--- src/rtl/pc_stack_unit.sv ---
// rtl/pc_stack_unit.sv - fetch PC register with hardware return stack and redirect flush.
// Optional STACK_WRAP_EN makes the return stack circular instead of saturating.
module pc_stack_unit #(
  parameter int PC_WIDTH  = 12,
  parameter int DEPTH     = 8,
  parameter int OFS_WIDTH = 8
) (
  input  logic                   i_clk,
  input  logic                   i_rst,
  input  logic                   i_start,
  input  logic                   i_halt,
  input  logic                   i_stall,
  input  logic [1:0]             i_pcSel,
  input  logic                   i_push,
  input  logic                   i_pop,
  input  logic [PC_WIDTH-1:0]    i_jumpAddr,
  input  logic [OFS_WIDTH-1:0]   i_branchOffset,
  output logic [PC_WIDTH-1:0]    o_pc,
  output logic [PC_WIDTH-1:0]    o_pcPlus1,
  output logic                   o_flush,
  output logic [$clog2(DEPTH):0] o_stackDepth,
  output logic                   o_stackOverflow,
  output logic                   o_stackUnderflow
);
  localparam int AW = $clog2(DEPTH);

  logic [PC_WIDTH-1:0] r_stack [DEPTH];
  logic [PC_WIDTH-1:0] r_pc;
  logic [AW-1:0]       r_wptr;
  logic [AW:0]         r_depth;
  logic                r_flush;
  logic                r_ovf;
  logic                r_unf;

  logic [PC_WIDTH-1:0] w_pc_plus1;
  logic [PC_WIDTH-1:0] w_ofs_ext;
  logic [PC_WIDTH-1:0] w_top;
  logic [PC_WIDTH-1:0] w_next_pc;
  logic                w_accept;
  logic                w_empty;
  logic                w_underflow;
  logic                w_pop_ok;
  logic [AW:0]         w_depth_pop;
  logic [AW-1:0]       w_ptr_pop;
  logic                w_full_pop;
  logic                w_push_wr;
  logic [AW:0]         w_depth_nxt;
  logic [AW-1:0]       w_ptr_nxt;
  logic                w_ovf_set;

  assign w_accept    = ~i_rst & ~i_start & ~i_halt & ~i_stall;
  assign w_pc_plus1  = r_pc + PC_WIDTH'(1);
  assign w_ofs_ext   = {{(PC_WIDTH-OFS_WIDTH){i_branchOffset[OFS_WIDTH-1]}}, i_branchOffset};
  assign w_top       = r_stack[r_wptr - AW'(1)];
  assign w_empty     = (r_depth == '0);
  assign w_underflow = i_pop & w_empty;
  assign w_pop_ok    = i_pop & ~w_empty;

  // Pop is applied first so a simultaneous push sees the post-pop occupancy.
  assign w_depth_pop = r_depth - (AW+1)'(w_pop_ok);
  assign w_ptr_pop   = r_wptr - AW'(w_pop_ok);
  assign w_full_pop  = (w_depth_pop == (AW+1)'(DEPTH));

`ifdef STACK_WRAP_EN
  assign w_push_wr   = i_push;
  assign w_depth_nxt = (i_push & ~w_full_pop) ? w_depth_pop + (AW+1)'(1) : w_depth_pop;
  assign w_ptr_nxt   = w_ptr_pop + AW'(i_push);
  assign w_ovf_set   = 1'b0;
`else
  assign w_push_wr   = i_push & ~w_full_pop;
  assign w_depth_nxt = w_depth_pop + (AW+1)'(w_push_wr);
  assign w_ptr_nxt   = w_ptr_pop + AW'(w_push_wr);
  assign w_ovf_set   = i_push & w_full_pop;
`endif

  always_comb begin
    w_next_pc = w_pc_plus1;
    if (!w_underflow) begin
      case (i_pcSel)
        2'd1:    w_next_pc = i_jumpAddr;
        2'd2:    w_next_pc = w_top;
        2'd3:    w_next_pc = r_pc + w_ofs_ext;
        default: w_next_pc = w_pc_plus1;
      endcase
    end
  end

  always_ff @(posedge i_clk) begin
    if (i_rst) begin
      r_pc    <= '0;
      r_wptr  <= '0;
      r_depth <= '0;
      r_flush <= 1'b0;
      r_ovf   <= 1'b0;
      r_unf   <= 1'b0;
    end else if (i_start) begin
      r_pc    <= '0;
      r_wptr  <= '0;
      r_depth <= '0;
      r_flush <= 1'b0;
    end else if (i_halt || i_stall) begin
      r_flush <= 1'b0;
    end else begin
      r_pc    <= w_next_pc;
      r_wptr  <= w_ptr_nxt;
      r_depth <= w_depth_nxt;
      r_flush <= (i_pcSel != 2'd0);
      r_ovf   <= r_ovf | w_ovf_set;
      r_unf   <= r_unf | w_underflow;
    end
  end

  always_ff @(posedge i_clk) begin
    if (w_accept && w_push_wr) r_stack[w_ptr_pop] <= w_pc_plus1;
  end

  assign o_pc             = r_pc;
  assign o_pcPlus1        = w_pc_plus1;
  assign o_flush          = r_flush;
  assign o_stackDepth     = r_depth;
  assign o_stackOverflow  = r_ovf;
  assign o_stackUnderflow = r_unf;
endmodule

--- config.mk ---
export PLATFORM = sky130hd
export DESIGN_NAME = pc_stack_unit
export DESIGN_NICKNAME = d
export VERILOG_FILES = /design/src/rtl/pc_stack_unit.sv
export SDC_FILE = /design/constraint.sdc
export NUM_CORES = 1
export LEC_CHECK = 0
export ABC_AREA = 1
export CAP_MARGIN = 20
export CELL_PAD_IN_SITES_DETAIL_PLACEMENT = 1
export CELL_PAD_IN_SITES_GLOBAL_PLACEMENT = 2
export CORE_ASPECT_RATIO = 2
export CORE_MARGIN = 4
export CORE_UTILIZATION = 36
export CTS_CLUSTER_DIAMETER = 150
export CTS_CLUSTER_SIZE = 28
export DETAILED_ROUTE_END_ITERATION = 6
export PLACE_DENSITY = 0.9
export SYNTH_ARGS = -nofsm -noshare
export SYNTH_HDL_FRONTEND = slang
export SYNTH_SLANG_ARGS = --single-unit
--- constraint.sdc ---
create_clock -name i_clk -period 3.2 [get_ports i_clk]
set_input_delay 0.32 -clock i_clk [delete_from_list [all_inputs] [get_ports i_clk]]
set_output_delay 0.32 -clock i_clk [all_outputs]
set_load 0.02 [all_outputs]
**Word-level counts from Yosys, hierarchy flattened**

Memory sizes are Yosys's and may differ from the RTL's.
Index checks and enable logic that the tools add are counted.
Widths: inputs -> output; s select.

- ROM bits: 0
- Input port bits: 29
- Memory bits (writable): 96
- Register bits after elaboration: 22
- Logic and storage cells: 45
- Memories kept: 1
- Bits in latches: 0

- Reduce and logical (&&, ||, !) cells: 7
- Mux-type cells: 4
- Shifts and indexed selects: 0
- Divide/modulo/power cells: 0
- $mul: 0
- $lt $le $gt $ge: 0
- Add/subtract/negate cells: 7
- Eq/ne operators: 4
- Bitwise gates (word level): 16

Memory list:

| memory | depth | width | read ports | clocked after Yosys merged registers in | write ports | RTL line | text |
|---|---|---|---|---|---|---|---|
| r_stack | 8 | 12 | 1 | 0 | 1 | 27 | `logic [PC_WIDTH-1:0] r_stack [DEPTH];` |

Operators with widths:

| operator | number |
|---|---|
| $pmux 12 s3 | 1 |
| $add 12x1->12 const B | 1 |
| $add 12x12->12 | 1 |
| $mux 12 | 1 |
| $and 1x1->1 | 7 |
| $not 1->1 | 7 |
| $add 4x1->4 | 1 |
| $eq 2x2->1 const B | 2 |
| $eq 4x4->1 const B | 1 |
| $logic_not 4->1 | 1 |
| $sub 4x1->4 | 1 |
| $add 3x1->3 | 1 |
| $reduce_or 3->1 | 1 |
| $sub 3x1->3 | 1 |
| $sub 3x1->3 const B | 1 |
| $eq 2x1->1 const B | 1 |
| $mux 1 | 2 |
| $or 1x1->1 | 2 |
| $reduce_and 2->1 | 1 |
| $reduce_bool 2->1 | 1 |
| $reduce_or 2->1 | 1 |
| $logic_and 1x1->1 | 1 |
| $logic_or 1x1->1 | 1 |

**Logic depth before layout (Yosys ltp)**

Gate-level depths: netlist (run 1).

- Word-level depth: 10
- Depth in mapped cells: 14
- Gate-level depth less buffers: 13

**Worst setup path after synthesis (run 1)**

Ideal clock, no wire load.

- Kind: reg2reg
- Start point: register r_depth[3], in the netlist o_stackDepth[3]
- End point: memory r_stack[6][0], enable pin
- Data arrival time: 2.297 ns
- Period minus slack after synthesis: 2.678 ns
- Cell stages (with the launch flop): 10
- Setup slack: 0.522 ns
- Required time: 2.820 ns
- Library setup time: 0.380 ns
- Buffers on the path: 0
- Path through: dfxtp_1 > inv_1 > a31oi_1 > ha_1 > ha_1 > xor2_1 > nor4_4 > nor3_2 > nand2_1 > nor2_1

- Longest elaborated chain between the ends: 10
- Elaborated cells between the ends (all ways): 11
- Classes of those cells: add/sub (2); eq/ne (1); mux (2); bitwise (4); reduce/logical (2)

Ends and longest elaborated chain:

| what | RTL line | text |
|---|---|---|
| start, declared | 30 | `logic [AW:0] r_depth;` |
| start signal, assigned | 106 | `r_depth <= w_depth_nxt;` |
| $logic_not 4->1 | 55 | `assign w_empty = (r_depth == '0);` |
| $not 1->1 | 57 | `assign w_pop_ok = i_pop & ~w_empty;` |
| $and 1x1->1 | 57 |  |
| $sub 4x1->4 | 60 | `assign w_depth_pop = r_depth - (AW+1)'(w_pop_ok);` |
| $eq 4x4->1 | 62 | `assign w_full_pop = (w_depth_pop == (AW+1)'(DEPTH));` |
| $not 1->1 | 70 | `assign w_push_wr = i_push & ~w_full_pop;` |
| $and 1x1->1 | 70 |  |
| $logic_and 1x1->1 | 114 | `if (w_accept && w_push_wr) r_stack[w_ptr_pop] <= w_pc_plus1;` |
| $mux 1 | 114 |  |
| $mux 1 (implied by the code) | 114 |  |
| end, declared | 27 |  |

Parallel ways exist; a longest one is shown, timed or not.

**Worst setup path in the final report (run 1)**

- Start point: register r_pc[1], in the netlist o_pc[1]
- End point: output o_pcPlus1[8]

- Longest elaborated chain between the ends: 1

Ends and longest elaborated chain:

| what | RTL line | text |
|---|---|---|
| start, declared | 28 | `logic [PC_WIDTH-1:0] r_pc;` |
| start signal, assigned | 104 | `r_pc <= w_next_pc;` |
| $add 12x1->12 | 52 | `assign w_pc_plus1 = r_pc + PC_WIDTH'(1);` |
| end, declared | 19 | `output logic [PC_WIDTH-1:0] o_pcPlus1,` |

Every way passes these cells.

==> results of run 1 <==
metrics by stage:
| step | utilization | area, um^2 | std cells | setup WS (ps) |
|---|---|---|---|---|
| finish | 0.456 | 7610 | 973 | 269 |
| global route | 0.456 | 7610 | 973 | 40.9 |
| CTS | 0.456 | 7610 | 973 | 179 |
| detailed placement | 0.422 | 7030 | 941 | 189 |
| global placement | 0.422 | 7030 | 941 | 343 |
| floorplan | - | 6100 | 669 | 522 |
power by group:
group / leakage [nW] / total [mW] / switching [mW] / internal, mW
logic: 1.66 / 0.413 / 0.258 / 0.155
clock network: 0.280 / 1.86 / 0.713 / 1.15
registers: 1.02 / 1.67 / 0.0120 / 1.66
registers in the layout, summed over array words and instances, names as in the netlist:
register and cells:
o_flush 1, o_pc 12, o_stackDepth 4, o_stackOverflow 1, o_stackUnderflow 1, r_stack 96
r_wptr 3
worst max-delay path: stages, from the launching register on:
cell and delay, ps:
dfxtp_1 480, ha_2 320, nand3_2 100, nor2_2 210
nand3_2 110, or2_1 240, nand2_1 110, clkdlybuf4s50_1 630
Yosys cell counts, types with 2 or more instances:
cell | count | share of area
a211oi_1 | 3 | 0.0037
a21oi_1 | 34 | 0.028
a21oi_2 | 3 | 0.0043
buf_2 | 8 | 0.0066
buf_4 | 5 | 0.0062
buf_6 | 2 | 0.0037
clkbuf_1 | 7 | 0.0043
clkinv_1 | 2 | 0.0012
dfxtp_1 | 22 | 0.072
edfxtp_1 | 96 | 0.47
ha_1 | 21 | 0.043
inv_1 | 68 | 0.042
inv_2 | 3 | 0.0018
nand2_1 | 114 | 0.070
nand3_1 | 48 | 0.039
nand3_2 | 2 | 0.0033
nand3b_1 | 4 | 0.0049
nand4_1 | 7 | 0.0072
nor2_1 | 111 | 0.068
nor3_1 | 2 | 0.0016
o211ai_1 | 17 | 0.021
o21ai_0 | 57 | 0.047
o21ai_1 | 5 | 0.0041
o21ai_2 | 2 | 0.0029
or2_2 | 2 | 0.0021
xnor2_1 | 2 | 0.0029
xor2_1 | 10 | 0.014
routing by layer:
metal	up-vias	global-route usage	routed length [um]
li1	2438	-	-
met1	2476	0.201	6610
met2	141	0.416	11200
met3	46	0.0374	648
met4	0	0.104	774
met5	-	0	0
cells by family after synthesis:
kind of cell / share of synthesized area
AO/OA/AOI/OAI: 0.114
XOR/XNOR: 0.0199
adder cells (fa/ha/maj): 0.0464
buffers and inverters: 0.0665
flip-flops: 0.545
AND/OR/NAND/NOR: 0.208
final cells by class:
cell class	instances	area (um^2)	area share
clock buffer	17	425	0.0559
clock inverter	15	155	0.0204
inverter	73	274	0.0360
multi-input combinational	455	2370	0.311
sequential	118	3320	0.436
tap	207	259	0.0340
timing repair buffer	88	808	0.106
final timing paths:
check	slack, ps	depth (start not counted)	start	to
setup / recovery	270	7	o_pc[1]	o_pcPlus1[8]
hold / removal	480	2	o_stackOverflow	o_stackOverflow
setup reg to reg	510	10	o_stackDepth[3]	r_stack[7][11]
hold reg to reg	480	2	o_stackOverflow	o_stackOverflow
==> reports/qor.csv, run 1 <==
stage;metric;value;unit
status;outcome;completed;
yosys;synth_cells;669;
clocking;numCtsBuffers;17;
layout;mostFrequentLayoutCell;nand2_1;
layout;fillers;1906;
yosys;syn_area;6100;um^2
layout;antenna_cells;0;
routing;drt_pre_antenna_iters;4;
yosys;ys_types;39;
yosys;syn_nets;720;
clocking;clkLatencyLatePin;420;ps
pwr;power.static_leakage;2.96;nW
timing;hold_violations;0;
timing;finalCriticalPeriod;2930;ps
timing;final_max_slew_viol_count;0;
die;die_x;100;um
placed_design;dp_hpwl;14900;um
layout;syn2layout_area_growth;24.9;%
clocking;htreeDepth;4;
global_route;grt_use_total;0.210;
clocking;cts_num_sinks;118;
die;num_rows;67;
yosys;yosysWarningCount;0;
yosys;syn_avg_cell_area;9.11;um^2
routing;drt-vias-per-instance;5.24;
placed_design;gp_congestion;0.855;
pwr;ir_drop;0.340;mV
die;initial_core_util;0.365;
global_route;antenna_found_initial;0;
yosys;synth-edff-count;96;
worst_hold_path;min_path_type;reg -> reg;
pwr;power_density;518;nW/um^2
setup_path;required;2880;ps
yosys;ys_seq_area_frac;0.545;
timing;hold_slack;484;ps
routing;drtIter0Drc;236;
layout;drive_above_1_share;0.104;
flow_run;maxCapViolations;0;
clocking;path_clk_slew;60;ps
setup_path;critPathCaptureType;primary output;
pwr;power;3.95;mW
die;ioPinCount;60;
die;die_y;192;um
clocking;cts_root_buf;clkbuf_16;
routing;drt_wl_total;19200;um
layout;nets;804;
routing;ant_nets;0;
routing;routed-via-count;5101;
die;core_region_area;16700;um^2
timing;skew;10.4;ps
global_route;grt_start_max_net_pins;50;
clocking;cts.path.max_buffers;2;
clocking;cts-resized-gates;0;
timing;rsz0062_at_grt;false;
timing;finalSetupTns;0;ps
timing;max_slew_margin;0.458;
routing;drcViolationCount;0;
timing;tightest_slew;813;ps
setup_path;critPathKind;reg -> out;
timing;setup_viol;0;
timing;max_freq;0.341;GHz
routing;wire_per_inst;19.7;um
layout;layout_common_cells;nand2_1 (114), nor2_1 (111), edfxtp_1 (96);
clocking;postCtsSetupBuffers;0;
global_route;overflow;0;
clocking;cts_hold_buf;0;
global_route;first_global_vias;5713;
setup_path;cp.arrival;2610;ps
setup_path;cp-start-kind;flip-flop;
yosys;synth_seq_cells;118;
yosys;async_reset_ff_frac;0;
die;die-area;19200;um^2
timing;fin_crit_sh;0.916;
global_route;grt_pass1_wl;30500;um
clocking;cts_tree;yes;
placed_design;port_buffers;59;
setup_path;critPathMaxFanout;6;
yosys;synth_top_flop_cell;edfxtp_1;
Power figures use the tool's default switching activity.
==> run 2, diff against run 1 <==
--- a/config.mk
+++ b/config.mk
@@ -6,12 +6,8 @@
 export NUM_CORES = 1
 export LEC_CHECK = 0
 export ABC_AREA = 1
-export CAP_MARGIN = 20
-export CELL_PAD_IN_SITES_DETAIL_PLACEMENT = 1
-export CELL_PAD_IN_SITES_GLOBAL_PLACEMENT = 2
 export CORE_ASPECT_RATIO = 2
-export CORE_MARGIN = 4
-export CORE_UTILIZATION = 36
+export CORE_UTILIZATION = 57
 export CTS_CLUSTER_DIAMETER = 150
 export CTS_CLUSTER_SIZE = 28
 export DETAILED_ROUTE_END_ITERATION = 6
==> run 2 against run 1 <==
Compared with the run above: count of clock-buffer cells in the layout is 3 higher; hold slack worse by 12 ps; clock skew is 2.3 ps lower; combinational power hardly changed.
==> reports/qor.csv, run 2 (synthesized netlist as in run 1, its figures left out) <==
stage;metric;value;unit
layout;layout_common_cells;nand2_1 (114), nor2_1 (111), edfxtp_1 (96);
routing;drt_wl_total;17300;um
routing;drcViolationCount;0;
timing;rsz0062_at_grt;false;
routing;ant_nets;0;
clocking;cts-resized-gates;0;
layout;mostFrequentLayoutCell;nand2_1;
global_route;grt_use_total;0.339;
die;die_y;148;um
setup_path;slowest_delay;570;ps
flow_run;maxCapViolations;0;
clocking;clkLatencyLatePin;420;ps
timing;finalSetupTns;0;ps
die;core_region_area;10500;um^2
routing;top_layer_used;met4;
timing;fin_crit_sh;0.924;
timing;final_max_slew_viol_count;0;
clocking;cts_hold_buf;0;
layout;fillers;726;
timing;max_slew_margin;0.522;
timing;tightest_slew;712;ps
setup_path;crit_path_frequent_cell;nand3_2;
routing;m1WireLength;5700;um
timing;skew;8.15;ps
timing;fin_ws;243;ps
routing;drt-vias-per-instance;5.92;
timing;hold_violations;0;
setup_path;path_buf_inv;1;
die;die-area;11100;um^2
routing;wl_met2;9410;um
layout;top_register;r_stack;
clocking;htreeDepth;4;
layout;postLayoutCoreUtil;0.722;
global_route;first_global_vias;5313;
placed_design;gp_congestion;0.948;
worst_hold_path;min_path_type;reg -> reg;
global_route;antenna_found_initial;0;
clocking;cts_num_sinks;118;
placed_design;dp_hpwl;12000;um
placed_design;port_buffers;59;
die;num_rows;53;
placed_design;dp_slack;204;ps
global_route;grt_start_max_net_pins;50;
die;die_x;75.1;um
setup_path;cp.arrival;2640;ps
layout;drive_above_1_share;0.0996;
layout;syn2layout_area_growth;24.1;%
layout;largest_reg_flops;96;
pwr;power_density;546;nW/um^2
global_route;grt_pass1_wl;27100;um
setup_path;critPathMaxFanout;6;
die;ioPinCount;60;
setup_path;crit_family;simple AND/OR/NAND/NOR gates;
die;initial_core_util;0.582;
clocking;cts.path.max_buffers;2;
routing;routed-via-count;5332;
setup_path;cp-start-kind;flip-flop;
clocking;cts_tree;yes;
routing;drtIter0Drc;640;
setup_path;crit_path_top_delay_cell;clkdlybuf4s50_1;
timing;finalCriticalPeriod;2960;ps
routing;met3WireLength;1090;um
status;outcome;completed;
pwr;power.static_leakage;2.98;nW
clocking;path_clk_slew;50;ps
setup_path;critPathKind;reg -> out;
setup_path;crit_chain;ha_1 -> nand3_2 -> nor2_2 -> nand3_2 -> o21ai_0 -> nand2_1 -> clkdlybuf4s50_1;
clocking;postCtsSetupBuffers;0;
pwr;ir_drop;0.472;mV
setup_path;critPathCaptureType;primary output;
clocking;numCtsBuffers;17;
global_route;overflow;0;
routing;wire_per_inst;19.2;um
layout;antenna_cells;0;
timing;max_freq;0.338;GHz
routing;drt_pre_antenna_iters;6;
clocking;cts_root_buf;clkbuf_16;
setup_path;required;2880;ps
timing;setup_viol;0;
layout;nets;801;
[run 2: cell types whose count changed in the layout (fill, tap and decap cells not counted), sizes merged]
| cell | change |
|---|---|
| buf | -3 |
| inv | -3 |
| clkbuf | +3 |
| clkinv | -2 |
| bufinv | +2 |
[run 2: area by class of cell]
type,instances,area [um^2],area share
well taps,137,171,0.0227
clock inverters,12,175,0.0232
multi-input cells,455,2370,0.313
inverters,73,274,0.0362
clock buffers,20,467,0.0617
repair buffers,85,786,0.104
flip-flops and latches,118,3320,0.439
[run 2: per-stage QoR]
step / cell area, um^2 / instances / power (mW) / hold WS, ps
floorplan: 6100 / 669 / 1.95 / 420
global placement: 6920 / 868 / 2.08 / 463
detailed placement: 6920 / 868 / 2.10 / 464
CTS: 7560 / 900 / 4.12 / 472
global route: 7560 / 900 / 4.22 / 496
finish: 7560 / 900 / 4.13 / 472
[run 2: layer usage]
metal / global-route usage / vias up
met5: 0 / -
met4: 0.218 / 0
met3: 0.0854 / 97
met2: 0.577 / 314
met1: 0.357 / 2486
li1: - / 2435
[run 2: worst paths after layout]
kind | from | endpoint | slack [ps] | cells past startpoint
max reg2reg | o_stackDepth[2] | r_wptr[2] | 500 | 13
min | o_stackUnderflow | o_stackUnderflow | 470 | 2
min reg2reg | o_stackUnderflow | o_stackUnderflow | 470 | 2
max | o_pc[1] | o_pcPlus1[10] | 240 | 7
[run 2: power by group]
part / total (mW) / switching (mW) / internal [mW]
clock: 2.05 / 0.685 / 1.36
sequential: 1.67 / 0.0111 / 1.66
combinational: 0.410 / 0.258 / 0.153
[run 2: worst reg2reg max path, stage by stage, from the launching register on]
cell	delay, ps
dfxtp_1	340
nor2_1	170
a31oi_1	160
ha_1	240
ha_1	190
xor2_1	190
nor4_4	330
nor2_1	100
ha_1	240
ha_1	230
nand2_1	80
nand2_1	50
o221ai_1	190
inv_1	80
